$ cat config.mk
export PLATFORM = sky130hd
export DESIGN_NAME = pattern_generator
export DESIGN_NICKNAME = d
export VERILOG_FILES = /design/src/rtl/pattern_pkg.sv /design/src/rtl/pattern_generator.sv
export SDC_FILE = /design/constraint.sdc
export NUM_CORES = 1
export LEC_CHECK = 0
export BUFFER_PORTS_ARGS = -buffer_cell sky130_fd_sc_hd__buf_2
export CAP_MARGIN = 40
export CORE_MARGIN = 5
export CORE_UTILIZATION = 45
export DETAILED_ROUTE_END_ITERATION = 8
export PLACE_DENSITY = 0.62
export SLEW_MARGIN = 20
export SYNTH_ARGS = -nofsm -noshare
export SYNTH_HDL_FRONTEND = slang
export SYNTH_SLANG_ARGS = --single-unit
$ cat constraint.sdc
create_clock -name CLK -period 2.8 [get_ports CLK]
set_clock_uncertainty 0.1 [all_clocks]
set_input_delay 0.14 -clock CLK [delete_from_list [all_inputs] [get_ports CLK]]
set_output_delay 0.14 -clock CLK [all_outputs]
set_load 0.05 [all_outputs]
$ cat src/rtl/pattern_pkg.sv
// pattern_pkg: shared pattern constant, generator FSM states and byte-select helper
package pattern_pkg;
    localparam logic [31:0] CORRECT_PATTERN = 32'hABCD0102;
    localparam int BYTE_IDX_W = 2;
    typedef enum logic [1:0] {IDLE, SEND, DONE} gen_state_t;
    function automatic logic [7:0] pattern_byte(input logic [BYTE_IDX_W-1:0] idx);
        return CORRECT_PATTERN[8*idx +: 8];
    endfunction
endpackage

$ cat src/rtl/pattern_generator.sv
// pattern_generator: byte-serial repeated-pattern transmitter over a valid/ready stream.
// Optional PATTERN_GEN_ERR_INJECT_EN adds err_inject, corrupting the final byte of a burst.
module pattern_generator
    import pattern_pkg::*;
#(
    parameter int Repetitive_width = 8,
    parameter int output_width = 8
) (
    input  logic                        CLK,
    input  logic                        RST,
    input  logic                        start,
    input  logic                        abort,
    input  logic [Repetitive_width-1:0] N,
    input  logic                        pattern_ready,
`ifdef PATTERN_GEN_ERR_INJECT_EN
    input  logic                        err_inject,
`endif
    output logic [output_width-1:0]     pattern,
    output logic                        pattern_valid,
    output logic                        pattern_check,
    output logic                        busy,
    output logic                        done
);
    localparam logic [Repetitive_width-1:0] ONE = 1;
    gen_state_t state;
    logic [BYTE_IDX_W-1:0] byte_idx, next_idx;
    logic [Repetitive_width-1:0] rep_cnt, n_reg;
    logic accept, last_rep;
    logic [7:0] next_byte;
`ifdef PATTERN_GEN_ERR_INJECT_EN
    logic err_reg;
`endif
    always_comb begin
        accept = pattern_valid && pattern_ready;
        last_rep = rep_cnt == n_reg - ONE;
        next_idx = byte_idx + 1'b1;
`ifdef PATTERN_GEN_ERR_INJECT_EN
        next_byte = (err_reg && last_rep && next_idx == 2'd3) ? 8'h54 : pattern_byte(next_idx);
`else
        next_byte = pattern_byte(next_idx);
`endif
    end
    always_ff @(posedge CLK or posedge RST) begin
        if (RST) begin
            state <= IDLE;
            byte_idx <= '0;
            rep_cnt <= '0;
            n_reg <= '0;
            pattern <= '0;
            pattern_valid <= 1'b0;
            pattern_check <= 1'b0;
            busy <= 1'b0;
            done <= 1'b0;
`ifdef PATTERN_GEN_ERR_INJECT_EN
            err_reg <= 1'b0;
`endif
        end else if (abort) begin
            // abort beats start and a coincident final accept: no done/check pulse
            state <= IDLE;
            pattern <= '0;
            pattern_valid <= 1'b0;
            pattern_check <= 1'b0;
            busy <= 1'b0;
            done <= 1'b0;
        end else begin
            case (state)
                IDLE: begin
                    done <= start && N == '0;
                    pattern_check <= 1'b0;
                    if (start && N != '0) begin
                        state <= SEND;
                        n_reg <= N;
                        byte_idx <= '0;
                        rep_cnt <= '0;
                        pattern <= output_width'(pattern_byte('0));
                        pattern_valid <= 1'b1;
                        busy <= 1'b1;
`ifdef PATTERN_GEN_ERR_INJECT_EN
                        err_reg <= err_inject;
`endif
                    end
                end
                SEND: begin
                    if (accept) begin
                        byte_idx <= next_idx;
                        if (byte_idx == 2'd3)
                            rep_cnt <= rep_cnt + ONE;
                        if (byte_idx == 2'd3 && last_rep) begin
                            state <= DONE;
                            pattern <= '0;
                            pattern_valid <= 1'b0;
                            pattern_check <= 1'b1;
                            done <= 1'b1;
                        end else
                            pattern <= output_width'(next_byte);
                    end
                end
                DONE: begin
                    state <= IDLE;
                    pattern_check <= 1'b0;
                    done <= 1'b0;
                    busy <= 1'b0;
                end
                default: state <= IDLE;
            endcase
        end
    end
endmodule

==> summary.log <==
qor: setup_path.crit_type register to register
qor: global_route.grt_max_degree 30
qor: synth.synthArstFlopShare 1.00
qor: setup_path.worstPathMaxFanout 10
qor: setup_path.required 2880 ps
qor: timing.rsz_0062_raised_after_global_routing false
qor: global_route.antenna_found_initial 0
qor: synth.synth_seq_area_share 0.402
qor: die.core_area 0.00394 mm2
qor: timing.slew_violations 0
qor: timing.fin_setup_tns 0 ps
qor: die.die-width 73.4 um
qor: die.die_h 73.4 um
qor: synth.yosys_most_used_dff dfrtp_1
qor: clock_tree.cts_h_tree_lvls 2
qor: clock_tree.clk_pin_slew 60 ps
qor: global_route.global_route.usage.total 0.157
qor: layout.postLayoutCoreUtil 0.533
qor: synth.synth-seq-cells 29
qor: synth.netlist_area 0.00181 mm2
qor: drt.detail-route-antenna-nets 0
qor: setup_path.worst-r2r-cell-count 6
qor: drt.dr_total_vias 1519
qor: synth.synth_edf_count 0
qor: setup_path.critical_path_arrival 2490 ps
qor: layout.multi_input_logic_area 990 um2
qor: synth.yosys_warnings 0
qor: setup_path.timing.critical_path.cells or4_4, nor4_4, xnor2_1, o2111ai_2, or3_1, a211oi_1
qor: placed_design.numPortBuffers 23
qor: power_and_ir_drop.worst_ir_drop_on_vdd 386 uV
qor: layout.mostFrequentLayoutCell dfrtp_1
qor: synth.ys_types 50
qor: synth.mappedNetlistNets 220
qor: power_and_ir_drop.leakagePower 0.946 nW
qor: timing.maxClockFrequency 415 MHz
qor: timing.finalCriticalPeriod 2410 ps
qor: synth.yosys-top-cells-area dfrtp_1, ha_1, nand2_1
qor: drt.drc 0
qor: timing.finalSetupViolations 0
qor: hold_path.worst_hold_path_type input pin to register
qor: synth.yosysTopAreaCell dfrtp_1
qor: global_route.first_global_vias 1408
qor: layout.nets_final 251
qor: setup_path.critical_path.startpoint_type register
qor: power_and_ir_drop.post-layout-total-power 1.70 mW
qor: clock_tree.numCtsBuffers 5
qor: die.die_area 0.00538 mm2
qor: placed_design.dpl.hpwl 2.84 mm
qor: hold_path.hold_depth 2
qor: layout.most_frequent_cells_in_the_layout dfrtp_1, nand2_1, buf_2, o21ai_0, nor2_1
qor: layout.final-seq-area 726 um2
qor: placed_design.gp_congestion 0.819
qor: die.initial_core_util 0.458
qor: drt.routedWlPerCell 13.7 um
qor: die.top_level_ports 25
qor: synth.postSynthCellCount 198
qor: global_route.wire_length_of_the_first_global_routing_pass 6.51 mm
qor: status.result_of_the_run completed
qor: layout.area_growth 16.3%
qor: setup_path.critical_path_end_type register
qor: clock_tree.tritoncts yes
qor: drt.initialDrtViolationCount 70
qor: global_route.grt.overflow.total 0
qor: flow_run.maxCapViolCount 0
qor: synth.synth.avg_cell_area 9.12 um2
qor: layout.drive_above_1_share 0.222
qor: clock_tree.ctsRootBufferMaster clkbuf_8
qor: synth.post-synth-top-area-fraction 0.402
qor: timing.fin_crit_sh 0.860
qor: layout.num_antenna_cells 0
qor: drt.detail_route.wirelength 3.83 mm
qor: setup_path.critical_path.max_stage_delay 570 ps
qor: power_and_ir_drop.pwr_density_cell 808 mW/mm2
qor: layout.layout.filler_cells 366
qor: timing.finalHoldViolCount 0
qor: clock_tree.cts_buffer_depth 2
qor: setup_path.crit_slowest_cell or4_4
qor: drt.detail_route.vias_per_cell 5.43
qor: die.std_cell_rows 23
qor: clock_tree.cts_sinks 29
qor: clock_tree.cts_repair_resize_count 0
qor: drt.detailedRoute.firstPassIterationCount 4
qor: clock_tree.clk-insertion-delay-late 280 ps
qor: timing.whs 10.2 ps
path summary, 6_finish.rpt:
path / startpoint / end / slack [ps]
worst min-delay path: N[5] / n_reg[5] / 10
worst max-delay path: n_reg[0] / state[1] / 390
min in group asynchronous: RST / pattern[3] / 370
max in group asynchronous: RST / done / 1950
worst max register to register: n_reg[0] / state[1] / 390
worst min register to register: rep_cnt[7] / rep_cnt[7] / 420
area by class of cell:
type / instances / area share
Tap cell: 50 / 0.0298
Multi-Input combinational cell: 150 / 0.471
Clock buffer: 6 / 0.0345
Timing Repair Buffer: 33 / 0.0965
Sequential cell: 29 / 0.345
Clock inverter: 2 / 0.00476
Inverter: 10 / 0.0179
where the power goes:
group	switching, mW	internal (mW)	leakage, nW
registers	0.103	0.508	0.382
clock network	0.152	0.172	0.0450
logic	0.462	0.299	0.519
per-layer routing:
layer,share of wire,global-route usage
met5,0,0
met4,0.012,0.0503
met3,0.051,0.0492
met2,0.48,0.265
met1,0.46,0.191
synth_stat cells (2+ instances only):
master / instances
xor2_1: 6
mux2_2: 6
nand4_1: 3
clkbuf_1: 3
a311oi_1: 2
o21ai_0: 16
xnor2_1: 5
nand2b_1: 4
nor3_1: 2
o31ai_1: 4
or3_1: 2
dfrtp_1: 29
a21oi_1: 10
a31oi_1: 2
nand3_1: 11
nor2_1: 14
nand2_1: 24
inv_1: 9
buf_4: 5
or4_1: 3
ha_1: 9
worst max-delay path: cells and delay by family, from the launching register on:
| kind | cells | cell delay (ps) |
|---|---|---|
| compound gates | 2 | 510 |
| flops | 1 | 410 |
| simple gates | 3 | 1120 |
| xor+xnor | 1 | 170 |
metrics by stage:
step           instance area, um2  setup WS [ps]  cells
2_1_floorplan                1810            622    198
3_3_place_gp                 1970            500    267
3_5_place_dp                 1970            441    267
4_1_cts                      2100            395    280
5_1_grt                      2100            265    280
6_report                     2100            392    280
what timing repair did:
item / CTS / global route
hold endpoints to repair: 33 / 0
hold buffers: 5 / 0
buffers inserted: 0 / 0
endpoints found under the setup margin: 0 / 0
cell families (layout without fill, tap and decap cells):
group	count (synthesis)	in the layout	synth area share
AO/OA/AOI/OAI	46	46	0.163
multiplexers	7	7	0.0429
other	1	1	0.00208
AND/OR/NAND/NOR	76	76	0.224
flip-flops	29	29	0.402
adder cells (fa/ha/maj)	9	9	0.0623
XOR/XNOR	11	11	0.0533
buffers and inverters	19	51	0.0505
Power figures use the tool's default switching activity.
